[src/rtl/shift_reg_pkg.sv]
// Shared constants for the universal shift register.
//   - mode encodings driven on shift_reg_univ.mode
//   - shift direction encodings driven on shift_reg_univ.dir
//   - burst controller state encoding
package shift_reg_pkg;

  localparam logic [1:0] MODE_HOLD   = 2'd0;
  localparam logic [1:0] MODE_SHIFT  = 2'd1;
  localparam logic [1:0] MODE_ROTATE = 2'd2;
  localparam logic [1:0] MODE_LOAD   = 2'd3;

  localparam logic DIR_LEFT  = 1'b0;  // toward MSB
  localparam logic DIR_RIGHT = 1'b1;  // toward LSB

  typedef enum logic [1:0] {
    ST_IDLE = 2'd0,
    ST_BUSY = 2'd1,
    ST_DONE = 2'd2
  } state_t;

  // Only SHIFT and ROTATE can run as multi-cycle bursts.
  function automatic logic is_burst_op(input logic [1:0] m);
    return (m == MODE_SHIFT) || (m == MODE_ROTATE);
  endfunction

endpackage

[src/rtl/sr_burst_ctl.sv]
// Burst-shift controller: FSM, down-counter and latched mode/dir.
// Ports:
//   clk, rstn         clock, synchronous active-low reset
//   en                clock enable (freezes FSM and counter when low)
//   start, count      burst request and length
//   mode, dir         live operation select
//   op_en             apply op_mode/op_dir to the register this edge
//   op_mode, op_dir   operation the datapath should perform
//   busy, done        burst in progress / one-cycle completion pulse
module sr_burst_ctl
  import shift_reg_pkg::*;
#(
  parameter int CNT_W = 5
) (
  input  logic             clk,
  input  logic             rstn,
  input  logic             en,
  input  logic             start,
  input  logic [CNT_W-1:0] count,
  input  logic [1:0]       mode,
  input  logic             dir,
  output logic             op_en,
  output logic [1:0]       op_mode,
  output logic             op_dir,
  output logic             busy,
  output logic             done
);

  state_t           state_q, state_d;
  logic [CNT_W-1:0] cnt_q, cnt_d;
  logic [1:0]       mode_q, mode_d;
  logic             dir_q, dir_d;

  always_ff @(posedge clk) begin
    if (!rstn) begin
      state_q <= ST_IDLE;
      cnt_q   <= '0;
      mode_q  <= MODE_HOLD;
      dir_q   <= DIR_LEFT;
    end else begin
      state_q <= state_d;
      cnt_q   <= cnt_d;
      mode_q  <= mode_d;
      dir_q   <= dir_d;
    end
  end

  // Next state, counter and latched op.
  always_comb begin
    state_d = state_q;
    cnt_d   = cnt_q;
    mode_d  = mode_q;
    dir_d   = dir_q;
    unique case (state_q)
      ST_IDLE: begin
        if (en && start) begin
          mode_d = mode;
          dir_d  = dir;
          if (count == '0) begin
            state_d = ST_DONE;
          end else if (is_burst_op(mode) && count != CNT_W'(1)) begin
            // First shift happens on the start edge, so count-1 remain.
            cnt_d   = count - CNT_W'(1);
            state_d = ST_BUSY;
          end else begin
            // Single-op burst or HOLD/LOAD start: one op, then done.
            state_d = ST_DONE;
          end
        end
      end
      ST_BUSY: begin
        if (en) begin
          cnt_d = cnt_q - CNT_W'(1);
          if (cnt_q == CNT_W'(1)) state_d = ST_DONE;
        end
      end
      ST_DONE: state_d = ST_IDLE;  // leaves regardless of en
      default: state_d = ST_IDLE;
    endcase
  end

  // Datapath control. DONE performs no op and ignores start.
  always_comb begin
    op_en   = 1'b0;
    op_mode = mode;
    op_dir  = dir;
    unique case (state_q)
      ST_IDLE: op_en = en && !(start && count == '0);
      ST_BUSY: begin
        op_en   = en;
        op_mode = mode_q;
        op_dir  = dir_q;
      end
      default: op_en = 1'b0;
    endcase
  end

  assign busy = (state_q == ST_BUSY);
  assign done = (state_q == ST_DONE);

endmodule

[src/rtl/shift_reg_univ.sv]
// Parametrised universal shift register with HOLD/SHIFT/ROTATE/LOAD and a
// counted burst-shift engine (start/busy/done).
// Ports:
//   clk, rstn        clock, synchronous active-low reset
//   en               clock enable for register and burst engine
//   mode, dir        operation (HOLD/SHIFT/ROTATE/LOAD), direction (0=left)
//   d                serial input
//   load_val         parallel load value
//   start, count     burst request and length
//   out              register contents
//   so               serial out (out[MSB-1] for left, out[0] for right)
//   busy, done       burst status
//   parity           XOR of out, registered (only with SHIFT_REG_UNIV_PARITY_EN)
// Optional feature macro: SHIFT_REG_UNIV_PARITY_EN.
module shift_reg_univ
  import shift_reg_pkg::*;
#(
  parameter int MSB   = 16,
  parameter int CNT_W = 5
) (
  input  logic             clk,
  input  logic             rstn,
  input  logic             en,
  input  logic [1:0]       mode,
  input  logic             dir,
  input  logic             d,
  input  logic [MSB-1:0]   load_val,
  input  logic             start,
  input  logic [CNT_W-1:0] count,
  output logic [MSB-1:0]   out,
  output logic             so,
  output logic             busy,
  output logic             done
`ifdef SHIFT_REG_UNIV_PARITY_EN
  ,
  output logic             parity
`endif
);

  logic           op_en;
  logic [1:0]     op_mode;
  logic           op_dir;
  logic [MSB-1:0] out_q, out_d;

  sr_burst_ctl #(.CNT_W(CNT_W)) u_ctl (
    .clk     (clk),
    .rstn    (rstn),
    .en      (en),
    .start   (start),
    .count   (count),
    .mode    (mode),
    .dir     (dir),
    .op_en   (op_en),
    .op_mode (op_mode),
    .op_dir  (op_dir),
    .busy    (busy),
    .done    (done)
  );

  always_comb begin
    out_d = out_q;
    if (op_en) begin
      unique case (op_mode)
        MODE_SHIFT:  out_d = (op_dir == DIR_LEFT) ? {out_q[MSB-2:0], d}
                                                  : {d, out_q[MSB-1:1]};
        MODE_ROTATE: out_d = (op_dir == DIR_LEFT) ? {out_q[MSB-2:0], out_q[MSB-1]}
                                                  : {out_q[0], out_q[MSB-1:1]};
        MODE_LOAD:   out_d = load_val;
        default:     out_d = out_q;
      endcase
    end
  end

  always_ff @(posedge clk) begin
    if (!rstn) out_q <= '0;
    else       out_q <= out_d;
  end

  assign out = out_q;
  assign so  = (dir == DIR_RIGHT) ? out_q[0] : out_q[MSB-1];

`ifdef SHIFT_REG_UNIV_PARITY_EN
  // Tracks out_d every edge, so it always matches the registered out.
  logic parity_q, parity_d;
  assign parity_d = ^out_d;
  always_ff @(posedge clk) begin
    if (!rstn) parity_q <= 1'b0;
    else       parity_q <= parity_d;
  end
  assign parity = parity_q;
`endif

endmodule

[config.mk]
export PLATFORM = sky130hd
export DESIGN_NAME = shift_reg_univ
export DESIGN_NICKNAME = d
export VERILOG_FILES = /design/src/rtl/shift_reg_pkg.sv /design/src/rtl/sr_burst_ctl.sv /design/src/rtl/shift_reg_univ.sv
export SDC_FILE = /design/constraint.sdc
export NUM_CORES = 1
export LEC_CHECK = 0
export ABC_AREA = 1
export BUFFER_PORTS_ARGS = -buffer_cell sky130_fd_sc_hd__buf_2
export CORE_ASPECT_RATIO = 2
export CORE_MARGIN = 2
export CORE_UTILIZATION = 50
export DETAILED_ROUTE_END_ITERATION = 10
export GPL_TIMING_DRIVEN = 0
export PLACE_DENSITY = 0.86
export SLEW_MARGIN = 20
export SYNTH_ARGS = -nofsm -noshare
export SYNTH_HDL_FRONTEND = slang
export SYNTH_SLANG_ARGS = --single-unit
[constraint.sdc]
create_clock -name clk -period 4.7 [get_ports clk]
set_clock_uncertainty 0.2 [all_clocks]
set_input_delay 0 -clock clk [delete_from_list [all_inputs] [get_ports clk]]
set_output_delay 0 -clock clk [all_outputs]
set_load 0.01 [all_outputs]
==> flow_metrics.py, run 1 <==
metrics = {
    "floorplan": {
        "fp.dieArea_mm2": 0.00463,
        "fp.coreArea_mm2": 0.00388,
        "die_x_um": 49.1,
        "core.rowCount": 32,
        "initial_core_util": 0.525,
        "num_io_pins": 48,
        "die_y_um": 94.3,
    },
    "critical_path": {
        "cp-end-kind": "flop",
        "reg2reg_to": "out[0]",
        "crit_path_max_fanout": 10,
        "slowest_stage": "dlygate4sd3_1",
        "start_kind": "flop",
        "path_cells": "inv_2 -> nand2_2 -> buf_6 -> nand2_2 -> nand2_4 -> nor2_4 -> nor2_8 -> buf_6 -> nand2_1 -> nor2_1 -> dlygate4sd3_1 -> nor2_1",
        "cp_data_arrival_time_ns": 2.33,
        "reg2regPathDepth": 12,
        "ff2ff_setup_slack_ns": 2.36,
        "crit_type": "reg2reg",
        "critPathMaxStageDelay_ns": 0.56,
        "critPathRequiredTime_ns": 4.69,
        "r2r-start": "u_ctl.state_q[1]",
    },
    "placed_design": {
        "place_ws_ns": 2.89,
        "dpl.hpwl_um": 3980,
        "io_buffers": 47,
        "placed_area_mm2": 0.00234,
        "gp_congestion": 0.857,
        "post-place-cells": 449,
    },
    "routing": {
        "drt-total-wl_um": 5290,
        "vias": 2325,
        "first_pass_iters": 4,
        "drc_errors": 0,
        "wl_per_cell_um": 11.0,
        "viasPerCell": 4.82,
        "drtIter0Drc": 58,
        "drt.antenna.violating_nets": 0,
    },
    "sta": {
        "finalWorstSetupSlack_ns": 2.36,
        "fin_crit_sh": 0.498,
        "tns_ns": 0,
        "report.final.slew_viol_count": 0,
        "period_minus_slack_ns": 2.34,
        "rsz0062_at_grt": "false",
        "setup_viol": 0,
        "worst_pin_slew_ns": 0.494,
        "relSlewSlack": 0.671,
        "finalHoldViolCount": 0,
        "timing.fmax_mhz": 427,
    },
    "pwr": {
        "finalPower_mw": 0.761,
        "power.leakage_nw": 1.51,
        "cellPowerDensity_mw_per_mm2": 282,
        "irDropWorstVdd_mv": 0.236,
    },
    "logic_synthesis": {
        "ys_seq_elements": 26,
        "synthDistinctLibCells": 24,
        "synthFlopType": "dfxtp_1",
        "synth_area_leaders": "nand2_1 (26%), dfxtp_1 (26%), nor2_1 (10%)",
        "synthesis.area_mm2": 0.00204,
        "syn_inst": 351,
        "syn_area_per_cell_um2": 5.81,
        "synthArstFlopShare": 0,
        "yosys.area.top_type": "nand2_1",
        "yosys_warnings": 0,
        "synth-edff-count": 0,
        "synth_fp_nets": 385,
        "synth_seq_area_share": 0.255,
        "yosys.area.top_type_share": 0.258,
    },
    "outcome": {
        "outcome": "completed",
    },
    "cells_and_area": {
        "stdcell_count": 482,
        "diodes": 0,
        "ff_latch_area_um2": 520,
        "fillers": 362,
        "nets": 466,
        "syn2layout_area_growth_pct": 32.4,
        "multi_input_area_mm2": 0.00127,
        "final_layout_size_suffix_gt1_frac": 0.211,
        "stdcell_area_mm2": 0.00270,
    },
    "cts": {
        "cts_buffers": 3,
        "ctsHoldBuffers": 29,
        "clockBufferDepth": 2,
        "post-cts-setup-buffer-count": 0,
        "clock_latency_ns": 0.28,
        "htreeDepth": 1,
        "cts_root_buf": "clkbuf_8",
        "cts_tree": "done",
        "clkSlewWorstSetupHoldPaths_ns": 0.10,
        "ctsResizeCount": 0,
        "clkSinkCount": 26,
    },
    "worst_hold_path": {
        "min-delay-start": "count[2]",
        "hold_end": "u_ctl.state_q[1]",
        "hp-class": "in2reg",
        "whs_path_depth": 6,
    },
    "grt": {
        "grt_overflow_total": 0,
        "grt_pass1_wl_um": 9160,
        "track_usage": 0.250,
        "antenna_found_initial": 0,
        "grt_max_degree": 16,
        "grt_pass1_vias": 2269,
    },
    "flow_run": {
        "max_cap_violations": 0,
    },
}
[metrics by stage]
step                      hold WS (ns)  utilization
after floorplan                -0.0700            -
after global placement          0.0927        0.602
after detailed placement        0.0997        0.602
after CTS                       0.0131        0.695
after global routing            0.0433        0.695
final                          0.00455        0.695
[sequential cells by signal, summed over array words and instances (netlist names)]
register,count
u_ctl.state_q,2
u_ctl.cnt_q,5
u_ctl.mode_q,2
u_ctl.dir_q,1
out,16
[worst max-delay path: cells and delay by family (launching register included)]
family / cells / cell delay [ns]
flops: 1 / 0.45
buf+inv: 4 / 0.98
simple gates: 8 / 0.62
[layout make-up]
cell class | count | share of cell area
buffer | 10 | 0.0348
clock buffer | 3 | 0.0153
clock inverter | 1 | 0.0111
inverter | 40 | 0.0556
multi-input combinational | 275 | 0.472
sequential | 26 | 0.193
tap | 51 | 0.0236
timing repair buffer | 76 | 0.195
[Yosys cell counts, drive strengths merged (2+ instances only)]
| library cell | number |
|---|---|
| ha | 5 |
| nand4 | 2 |
| nand2 | 154 |
| nand3 | 22 |
| a21oi | 4 |
| clkbuf | 2 |
| buf | 8 |
| o21ai | 12 |
| inv | 40 |
| nor2 | 70 |
| nor3 | 2 |
| dfxtp | 26 |
[layout by cell type (no fill, tap or decap), drive strengths merged]
cell	n
a21oi	4
buf	55
bufinv	1
clkbuf	5
dfxtp	26
dlygate4sd3	29
ha	5
inv	40
nand2	154
nand3	22
nand3b	1
nand4	2
nor2	70
nor3	2
o21a	1
o21ai	12
or2	1
xor2	1
[where the power goes]
group,switching [mW],leakage [nW],internal (mW)
combinational,0.181,1.26,0.127
sequential,0.0158,0.214,0.246
clock,0.0777,0.0357,0.114
total,0.275,1.51,0.487
[metal layers]
metal	track usage	wire length, um	vias to the layer above
li1	-	-	1214
met4	0.157	202	0
met1	0.231	1940	1025
met5	0	0	-
met3	0.0303	181	21
met2	0.494	2960	65
[logic make-up after synthesis]
group	share of synthesized area
buffers and inverters	0.120
DFF	0.255
xor gates and xnor gates	0.00430
AOI/OAI and AO/OA	0.0430
adders and majority gates	0.0307
and+or+nand+nor	0.547
[worst max path at each step]
stage / start / to / slack, ns / cells after the start
final: u_ctl.state_q[1] / out[0] / 2.36 / 12
after global routing: u_ctl.state_q[1] / out[0] / 2.20 / 12
after CTS: u_ctl.state_q[1] / out[0] / 2.40 / 12
after detailed placement: u_ctl.state_q[0] / out[14] / 2.89 / 11
after global placement: u_ctl.state_q[0] / out[1] / 2.93 / 11
after floorplan: u_ctl.state_q[0] / out[14] / 3.04 / 11
No activity file was read; power rests on OpenSTA's default activity.
==> run 2, diff against run 1 <==
Settings changed: ABC_AREA 1 to 0, CORE_UTILIZATION 50 to 46.
Clock period 4.7 ns to 2.08 ns, I/O delays scaled along.
==> run 2 against run 1 <==
Routed wire length is 11% lower. Register-to-register slack worse by 2.3 ns. Sequential share of layout area is 3.4 points higher. Sequential power is 110% higher. Cell count is 38% lower. Clock power is 54% higher. Clock-buffer cell count stayed put. Power is 61% higher. Synthesized cell count is 50% lower. Fmax is 15% higher. Cell area is 15% lower. Worst hold slack better by 0.018 ns. Critical path type unchanged. Largest cell class unchanged. Highest routed layer unchanged.
==> flow_metrics.py, run 2 <==
metrics = {
    "routing": {
        "viasPerCell": 5.58,
        "drt.antenna.violating_nets": 0,
        "drc_errors": 0,
        "drtIter0Drc": 25,
        "first_pass_iters": 4,
        "wl_per_cell_um": 15.6,
        "drt-total-wl_um": 4690,
        "vias": 1679,
    },
    "pwr": {
        "irDropWorstVdd_mv": 0.460,
        "p_switching_mw": 0.377,
        "cellPowerDensity_mw_per_mm2": 533,
        "pwr-share-clk": 0.241,
        "p_seq_frac": 0.456,
        "intPower_mw": 0.849,
        "pwr-share-comb": 0.303,
        "finalPower_mw": 1.23,
        "p_sw_frac": 0.307,
        "power.leakage_nw": 0.997,
    },
    "logic_synthesis": {
        "yosysMostFrequentCell": "dfxtp_1",
        "synth_fp_nets": 208,
        "synthDistinctLibCells": 38,
        "yosys.area.top_type": "dfxtp_1",
        "synth-edff-count": 0,
        "yosys.area.top_type_share": 0.317,
        "syn_area_per_cell_um2": 9.44,
        "yosys_warnings": 0,
        "syn_inst": 174,
        "synth_area_leaders": "dfxtp_1 (32%), mux2i_1 (13%), mux2_2 (9.6%)",
        "synthesis.area_mm2": 0.00164,
        "ys_seq_elements": 26,
        "synthArstFlopShare": 0,
        "synthFlopType": "dfxtp_1",
        "synthTopCellsByCount": "dfxtp_1 (26), mux2i_1 (21), mux2_2 (14), nand2_1 (14), o2bb2ai_1 (14)",
        "synth_seq_area_share": 0.317,
    },
    "placed_design": {
        "gp_congestion": 0.853,
        "io_buffers": 47,
        "dpl.hpwl_um": 3170,
    },
    "flow_run": {
        "max_cap_violations": 0,
    },
    "cells_and_area": {
        "largest_reg_flops": 16,
        "diodes": 0,
        "final_layout_size_suffix_gt1_frac": 0.340,
        "syn2layout_area_growth_pct": 40.1,
        "postLayoutCoreUtil": 0.674,
        "layout_commonest_cell": "buf_2",
        "final_cell_mix": "buf_2 (48), dlygate4sd3_1 (24), dfxtp_1 (24), mux2i_1 (21)",
        "nets": 289,
    },
    "sta": {
        "whs_ns": 0.0228,
        "period_minus_slack_ns": 2.03,
        "worst_pin_slew_ns": 0.735,
        "fin_crit_sh": 0.975,
        "setup_viol": 0,
        "finalHoldViolCount": 0,
        "report.final.slew_viol_count": 0,
        "timing.fmax_mhz": 493,
        "relSlewSlack": 0.509,
    },
    "critical_path": {
        "cp-end-kind": "flop",
        "cp_data_arrival_time_ns": 1.99,
        "crit_type": "reg2reg",
        "start_kind": "flop",
        "crit_path_max_fanout": 8,
        "critPathRequiredTime_ns": 2.04,
    },
    "floorplan": {
        "die_y_um": 88.5,
        "num_io_pins": 48,
        "core.rowCount": 30,
        "fp.coreArea_mm2": 0.00342,
        "die_x_um": 46.3,
        "initial_core_util": 0.481,
        "fp.dieArea_mm2": 0.00409,
    },
    "cts": {
        "cts_buffers": 3,
        "clkSlewWorstSetupHoldPaths_ns": 0.09,
        "clockBufferDepth": 2,
        "cts_root_buf": "clkbuf_8",
        "htreeDepth": 1,
        "cts_tree": "done",
        "clkSinkCount": 26,
        "clock_latency_ns": 0.28,
    },
    "grt": {
        "grt_max_degree": 14,
        "track_usage": 0.243,
        "antenna_found_initial": 0,
        "grt_overflow_total": 0,
        "grt_pass1_vias": 1597,
        "grt_pass1_wl_um": 7250,
    },
    "worst_hold_path": {
        "hp-class": "in2reg",
    },
    "outcome": {
        "outcome": "completed",
    },
}
## run 2: stage by stage
step                area (um^2)  TNS, ns  instances  setup slack [ns]
finish                     2300        0        301            0.0514
floorplan                  1640        0        174             0.153
global route               2300  -0.0116        301           -0.0116
detailed placement         1940   -0.279        269           -0.0537
CTS                        2260        0        297           0.00930
global placement           1940   -0.203        269           -0.0540
## run 2: worst paths after layout
check | slack, ns | from | cells past startpoint | end
worst max-delay path | 0.05 | u_ctl.state_q[1] | 7 | out[9]
worst min-delay path | 0.02 | count[2] | 5 | u_ctl.cnt_q[2]
worst min register to register | 0.23 | u_ctl.state_q[1] | 1 | u_ctl.state_q[1]
worst max register to register | 0.05 | u_ctl.state_q[1] | 7 | out[9]
## run 2: logic make-up (layout without fill, tap and decap cells)
family / after synthesis / after routing / synth area share
AOI/OAI and AO/OA: 46 / 46 / 0.207
adders and majority gates: 5 / 5 / 0.0381
and+or+nand+nor: 38 / 38 / 0.107
xor gates and xnor gates: 4 / 4 / 0.0213
muxes: 38 / 38 / 0.253
buffers and inverters: 17 / 96 / 0.0563
DFF: 26 / 26 / 0.317
## run 2: final cells by class
| class | instances | area, um^2 |
|---|---|---|
| buffer | 7 | 61.3 |
| timing repair buffer | 76 | 526 |
| inverter | 10 | 37.5 |
| fill | 266 | 1110 |
| clock buffer | 3 | 41.3 |
| sequential | 26 | 523 |
| multi-input combinational | 131 | 1050 |
| tap | 48 | 60.1 |
## run 2: routing by layer
metal,global-route usage,up-vias,wire length (um)
met5,0,-,0
met2,0.448,67,2600
met4,0.114,0,180
met3,0.0306,18,227
li1,-,809,-
met1,0.253,785,1680
## run 2: power groups by stage
stage / Sequential, mW / Combinational [mW] / Clock (mW)
after global routing: 0.563 / 0.401 / 0.315
after global placement: 0.567 / 0.292 / 0
after CTS: 0.557 / 0.351 / 0.295
after floorplan: 0.567 / 0.199 / 0
after detailed placement: 0.568 / 0.299 / 0
final: 0.559 / 0.372 / 0.296
## run 2: repair_timing
| item | CTS | global route |
|---|---|---|
| buffers inserted | 1 | 4 |
| setup endpoints to repair | 12 | 14 |
| pin swaps | 0 | 3 |
| resized for setup | 4 | 8 |
| endpoints found under the hold margin | 26 | 0 |
| hold buffers | 24 | 0 |
## run 2: worst max-delay path, cell delays in order (launching register included)
cell	delay, ns
dfxtp_2	0.35
nand2b_1	0.13
buf_6	0.13
mux2i_4	0.29
buf_12	0.16
mux2_2	0.33
mux2i_1	0.19
o2bb2ai_1	0.13
